$ cat src/rtl/rf_pkg.sv
// Shared constants and state encoding for the 16x16 register file.
// Latency: n/a (definitions only).
// Backpressure: n/a.
package rf_pkg;

  localparam int DATA_W = 16;
  localparam int ADDR_W = 4;
  localparam int DEPTH  = 16;

  // Two-state controller: normal operation, or sequential zeroing of the array.
  typedef enum logic {
    IDLE  = 1'b0,
    CLEAR = 1'b1
  } rf_state_t;

endpackage

$ cat src/rtl/register_file.sv
// 16x16 register file with two registered read ports, one write port, and a sequential clear.
// Latency: 1 cycle read (write-first bypass on address match); clear takes 16 cycles.
// Backpressure: Busy high during clear; writes, reads and Clr are ignored and read data holds.
module register_file
  import rf_pkg::*;
(
  input  logic                Clk,
  input  logic                ResetN,
  input  logic [DATA_W-1:0]   W_data,
  input  logic [ADDR_W-1:0]   W_addr,
  input  logic                W_wr,
  input  logic [ADDR_W-1:0]   Ra_addr,
  input  logic                Ra_rd,
  input  logic [ADDR_W-1:0]   Rb_addr,
  input  logic                Rb_rd,
  input  logic                Clr,
  output logic [DATA_W-1:0]   Ra_data,
  output logic [DATA_W-1:0]   Rb_data,
  output logic                Busy
);

  rf_state_t             state;
  logic [ADDR_W-1:0]     clr_ptr;
  logic [DATA_W-1:0]     mem [DEPTH];

  logic idle;
  logic wr_en;
  logic ra_en;
  logic rb_en;
  logic ra_hit;
  logic rb_hit;

  // A Clr request in the same IDLE cycle as a write wins and drops the write.
  assign idle   = (state == IDLE);
  assign wr_en  = idle && W_wr && !Clr;
  assign ra_en  = idle && Ra_rd;
  assign rb_en  = idle && Rb_rd;
  assign ra_hit = wr_en && (W_addr == Ra_addr);
  assign rb_hit = wr_en && (W_addr == Rb_addr);
  assign Busy   = (state == CLEAR);

  // Array update: clear pointer owns the write port while clearing; no reset on the storage.
  always_ff @(posedge Clk) begin
    if (state == CLEAR) begin
      mem[clr_ptr] <= '0;
    end else if (wr_en) begin
      mem[W_addr] <= W_data;
    end
  end

  // Controller and read registers: reset starts a full clear from entry 0.
  always_ff @(posedge Clk or negedge ResetN) begin
    if (!ResetN) begin
      state   <= CLEAR;
      clr_ptr <= '0;
      Ra_data <= '0;
      Rb_data <= '0;
    end else begin
      case (state)
        IDLE: begin
          if (Clr) begin
            state   <= CLEAR;
            clr_ptr <= '0;
          end
          if (ra_en) begin
            Ra_data <= ra_hit ? W_data : mem[Ra_addr];
          end
          if (rb_en) begin
            Rb_data <= rb_hit ? W_data : mem[Rb_addr];
          end
        end
        CLEAR: begin
          // Single pass only: the last entry returns to IDLE instead of wrapping.
          if (clr_ptr == ADDR_W'(DEPTH - 1)) begin
            state <= IDLE;
          end else begin
            clr_ptr <= clr_ptr + 1'b1;
          end
        end
        default: begin
          state <= CLEAR;
        end
      endcase
    end
  end

endmodule

$ cat config.mk
export PLATFORM = sky130hd
export DESIGN_NAME = register_file
export DESIGN_NICKNAME = d
export VERILOG_FILES = /design/src/rtl/rf_pkg.sv /design/src/rtl/register_file.sv
export SDC_FILE = /design/constraint.sdc
export NUM_CORES = 1
export LEC_CHECK = 0
export ABC_AREA = 1
export CORE_MARGIN = 5
export CORE_UTILIZATION = 55
export CTS_CLUSTER_SIZE = 10
export DETAILED_ROUTE_END_ITERATION = 12
export PLACE_DENSITY = 0.72
export SKIP_LAST_GASP = 1
export SLEW_MARGIN = 0
export SYNTH_ARGS = -nofsm -noshare
export SYNTH_HDL_FRONTEND = slang
export SYNTH_SLANG_ARGS = --single-unit
$ cat constraint.sdc
create_clock -name Clk -period 6.6 [get_ports Clk]
set_clock_uncertainty 0.1 [all_clocks]
set_input_delay 1.32 -clock Clk [delete_from_list [all_inputs] [get_ports Clk]]
set_output_delay 1.32 -clock Clk [all_outputs]
set_load 0.05 [all_outputs]
# Word level (Yosys, flattened, before mapping)
# Memories as Yosys holds them, arrays and structs flattened. A register that Yosys moved wholly into a read port is not among the register bits.
# Index checks and enable logic that the tools add are counted.
[classes]
add_sub_neg = 1
eq_ne = 3
n_mux = 14
n_bitwise = 1
n_reduce_logical = 11
[op_table]
columns = ["cell", "n"]
rows = [
  ["$mux W16", 1],
  ["$reduce_or A16 Y1", 1],
  ["$mux W4", 3],
  ["$mux W1", 8],
  ["$pmux W4 S2", 1],
  ["$reduce_and A2 Y1", 3],
  ["$add A4 B1 Y4 const B", 1],
  ["$eq A4 B4 Y1 const B", 1],
  ["$logic_and A1 B1 Y1", 4],
  ["$ne A2 B2 Y1 const B", 2],
  ["$logic_not A1 Y1", 3],
  ["$pmux W1 S2", 1],
  ["$not A1 Y1", 1],
]
[word_totals]
regBits = 5
mem_bits_rw = 256
in_bits = 34
word_cells = 33
n_memories = 1
[memory_table]
columns = ["name", "depth", "width", "read_ports", "rd_clocked_by_memory_dff", "write_ports", "line_no", "text"]
rows = [
  ["mem", 16, 16, 2, 2, 1, "register_file.sv:24", "logic [DATA_W-1:0] mem [DEPTH];"],
]

# Depth between registers and ports, before layout
[logic_depth]
word_depth = 8
mapped_depth = 13
ltp_nobuf = 12

# Worst setup path before layout
# OpenSTA, ideal clock, no wires.
[synth_path]
path_type = "input port to flip-flop"
startpoint = "input Clr"
endpoint = "memory mem[5][0] (enable)"
setup_ps = 430
arrival_time_ps = 3503
setup_slack_ps = 2567
path_stages = 9
n_path_buf = 1
cell_sequence = "inv_2 > nand2_1 > nor2_2 > buf_6 > nand2_2 > nand2_1 > inv_1 > nand2_1 > nor4_1"
[synth_via]
elab_chain_len = 7
[synth_lines]
columns = ["element", "line_no", "text"]
rows = [
  ["start, declared", "register_file.sv:16", "input logic Clr,"],
  ["$logic_not A1 Y1 *", "register_file.sv:35", "assign wr_en = idle && W_wr && !Clr;"],
  ["$logic_and A1 B1 Y1 *", "register_file.sv:35", ""],
  ["$mux W1 *", "register_file.sv:46", "end else if (wr_en) begin"],
  ["$mux W1 *", "register_file.sv:44", "if (state == CLEAR) begin"],
  ["$mux W1 (implied by the code) *", "register_file.sv:47", "mem[W_addr] <= W_data;"],
  ["$reduce_or A16 Y1 (no line)", "-", ""],
  ["$mux W4 (no line) / $mux W1 (equally long branches)", "-", ""],
  ["end, declared", "register_file.sv:24", ""],
]
# Mark *: on every way between the ends. The rest lies on a longest branch, timed or not.

# Worst setup path in the final report
[layout_path]
startpoint = "input W_wr"
endpoint = "memory mem[8][10] (enable)"
[layout_via]
elab_chain_len = 7
[layout_lines]
columns = ["element", "line_no", "text"]
rows = [
  ["start, declared", "register_file.sv:11", "input logic W_wr,"],
  ["$logic_and A1 B1 Y1 * (2 in series)", "register_file.sv:35", ""],
  ["$mux W1 *", "register_file.sv:46", ""],
  ["$mux W1 *", "register_file.sv:44", ""],
  ["$mux W1 (implied by the code) *", "register_file.sv:47", ""],
  ["$reduce_or A16 Y1 (no line)", "-", ""],
  ["$mux W4 (no line) / $mux W1 (equally long branches)", "-", ""],
]
# Marked as above.

==> flow_summary.yaml <==
sta:
  grt_setup_unrepaired: "no"
  max_freq_mhz: 236
  final_period_minus_worst_setup_slack_ns: 4.23
  timing_worst_slew_pin_value_ns: 1.22
  timing_hold_violations_final: 0
  finalMaxSlewViolations: 0
  finalHoldWorstSlack_ns: 0.374
  final.setup.worst_slack_ns: 2.37
  final-setup-viol-count: 0
  tns_ns: 0
  final_min_period_over_clock_period_pct: 64.2
  max_slew_margin_pct: 18.8
power:
  total_switching_power_mw: 2.18
  clock_power_share_pct: 29.0
  power.ir.vdd_worst_v: 0.000194
  leakagePower_nw: 6.80
  combinationalPowerShare_pct: 28.8
  power_frac_seq_pct: 42.2
  power_switching_share_pct: 35.5
  power_density_nw_per_um2: 363
  internal_power_mw: 3.96
detailed_routing:
  wl_um: 43300
  drt_pass1_iterations: 8
  first_iter_violations: 1777
  via_count: 12500
  routed_wire_length_per_instance_um: 21.7
  vias_per_cell: 6.29
  ant_nets: 0
  drt_drc_violations_left: 0
yosys:
  synthXorXnorAreaFrac_pct: 0.0579
  number_of_synthesized_flops_with_an_enable_pin: 256
  synth_cells: 1629
  synth-seq-area-share_pct: 57.0
  proportion_of_netlist_area_held_by_the_largest_area_contributor_pct: 50.9
  average_size_of_a_mapped_cell_um2: 9.28
  synth_most_common_cell: "nand2_1"
  syn_area_um2: 15100
  yosys_warnings: 0
  netlist_top_cells_count: "357 x nand2_1, 256 x edfxtp_1, 245 x nand3_1, 194 x inv_1, 167 x o211ai_1"
  mapped_nets: 1664
  yosys-top-cells-area: "edfxtp_1 51%, nand2_1 8.9%, o211ai_1 8.3%, nand3_1 8.1%, dfrtp_1 6.0%"
  asyncSetResetFlopFracSynth_pct: 12.6
  area_fraction_in_compound_gates_after_synthesis_pct: 13.6
  library_cells_used_by_synthesis: 32
  postSynthRegisterBits: 293
  synth_top_cell_by_area: "edfxtp_1"
  synthAdderAreaFrac_pct: 0.0828
  synth_top_family_by_area: "simple AND/OR/NAND/NOR gates"
  post_synth_and_or_nand_nor_area_fraction_pct: 20.9
  synth_flop_cell: "edfxtp_1"
  muxShareOfSynthArea_pct: 0
setup_path:
  crit_path_end_kind: "flip-flop"
  slack_of_the_worst_reg_to_reg_path_ns: 3.44
  worstPathBufferInverterCount: 1
  cp_data_required_time_ns: 6.62
  worstReg2RegEnd: "mem[8][10]"
  length_in_cells_of_the_worst_reg_to_reg_path: 5
  startpoint: "W_wr"
  cp_top_family: "simple AND/OR/NAND/NOR gates"
  critical_path_depth: 7
  cp_slowest_stage_delay_ns: 0.99
  start_kind: "primary input"
  crit_end: "mem[8][10]"
  timing.setup.critical_path_class: "primary input to flip-flop"
  critical_path.cell_chain: "clkdlybuf4s50_1 > nand2_1 > nor2_2 > nand2_2 > o21ai_2 > nand3_1 > nor2_2"
  crit_path_frequent_cell: "nor2_2"
  crit_slowest_cell: "nor2_2"
  r2r-start: "Busy"
  timing.critical_path.arrival_ns: 4.26
  timing.critical_path.fanout_max: 20
final_layout:
  layout.area.seq_um2: 8610
  postLayoutCoreUtil_pct: 62.6
  finalNetCount: 1667
  final_layout_size_suffix_gt1_share_pct: 7.08
  antenna_cells: 0
  multiInputGateArea_um2: 5290
  fillCellCount: 2149
  synthToLayoutAreaGrowth_pct: 11.9
place:
  port_buffer_count: 66
  gpl.final_weighted_congestion: 0.905
  placement.setup.worst_slack_ns: 1.87
  dpl.hpwl_um: 26800
floorplanning:
  io_pins: 67
  initial_utilization_pct: 55.9
  core_um2: 27000
  floorplan.die.height_um: 176
  dieWidth_um: 176
  number_of_cell_rows: 60
  die_area_um2: 30900
outcome:
  run_status: "complete, no violations"
global_route:
  grt-ovfl-total: 0
  vias_in_the_first_global_route: 11900
  grt_pass1_wl_um: 66700
  grt_antenna_before_repair: 0
  grt_use_total_pct: 27.6
  largest_net_degree_at_the_start_of_global_routing: 145
hold_path:
  min_path_type: "flip-flop to flip-flop"
clocking:
  postCtsHoldBufs: 0
  post_cts_resize_count: 0
  cts_tree: "yes"
  clock_sink_count: 293
  clock_tree.root_cell: "clkbuf_16"
  cts.repair_timing.setup_buffer_count: 0
  cts_made_buffers: 36
  insertion_delay_ns: 0.52
  htree_levels: 2
  cts.clk_slew.worst_paths_ns: 0.05
  clockBufferDepth: 3
flow_run:
  max-cap-violations: 0
[power groups by stage]
stage          logic [mW]  clock network (mW)  registers (mW)
2_1_floorplan       0.870                   0            2.90
3_3_place_gp         1.70                   0            2.61
3_5_place_dp         1.74                   0            2.62
4_1_cts              1.75                1.79            2.59
5_1_grt              1.89                1.88            2.62
6_report             1.77                1.78            2.59
[registers in the layout (all words and copies together), names as in the netlist]
signal   flops
mem        256
Ra_data     16
Rb_data     16
clr_ptr      4
Busy         1
[placed cells by master, fill, tap and decap left out, drive strengths merged]
cell,count
a21oi,75
buf,23
clkbuf,53
clkdlybuf4s50,61
clkinv,6
dfrtp,36
dfstp,1
edfxtp,256
ha,1
inv,199
nand2,368
nand3,248
nand4,36
nor2,25
nor3,4
nor4,1
o211ai,167
o21ai,81
o22ai,2
or2,9
xor2,1
[tightest hold or removal path: stages (launching register included)]
cell and delay [ns]:
dfrtp_1 0.34, nand2_1 0.05, nand2_1 0.05
[how the worst min path moves through the flow]
stage,from,end,slack (ns),depth (start not counted)
floorplan,clr_ptr[1],clr_ptr[1],0.45,2
global placement,Ra_data[9],Ra_data[9],0.36,2
detailed placement,Ra_data[15],Ra_data[15],0.37,2
CTS,Ra_data[9],Ra_data[9],0.38,2
global route,Rb_data[0],Rb_data[0],0.40,2
finish,Ra_data[9],Ra_data[9],0.37,2
[metrics by stage]
| stage | cells | instance area, um2 | power (mW) |
|---|---|---|---|
| 6_report | 1994 | 16900 | 6.14 |
| 5_1_grt | 1994 | 16900 | 6.39 |
| 4_1_cts | 1994 | 16900 | 6.13 |
| 3_5_place_dp | 1935 | 15900 | 4.37 |
| 3_3_place_gp | 1935 | 15900 | 4.31 |
| 2_1_floorplan | 1629 | 15100 | 3.77 |
[layout make-up]
type                            instances  area share (%)
Clock buffer                           53            5.89
Clock inverter                          6           0.207
Inverter                              199            4.42
Multi-Input combinational cell       1018            31.3
Sequential cell                       293            51.0
Tap cell                              341            2.52
Timing Repair Buffer                   84            4.74
[layer usage]
layer  up-vias  part of all wire [%]  track usage (%)
met5         -                     0                0
met4         0                   3.4             10.5
met3       118                    11             5.79
met2       766                    44             41.0
met1      5943                    41             40.4
li1       5716                     -                -
[cells by family (layout without fill, tap and decap cells)]
group / count (synthesis) / in the layout
buf+inv: 318 / 342
compound gates: 325 / 325
simple gates: 691 / 691
xor+xnor: 1 / 1
flops: 293 / 293
fa+ha+maj: 1 / 1
No activity file was read; power rests on OpenSTA's default activity.
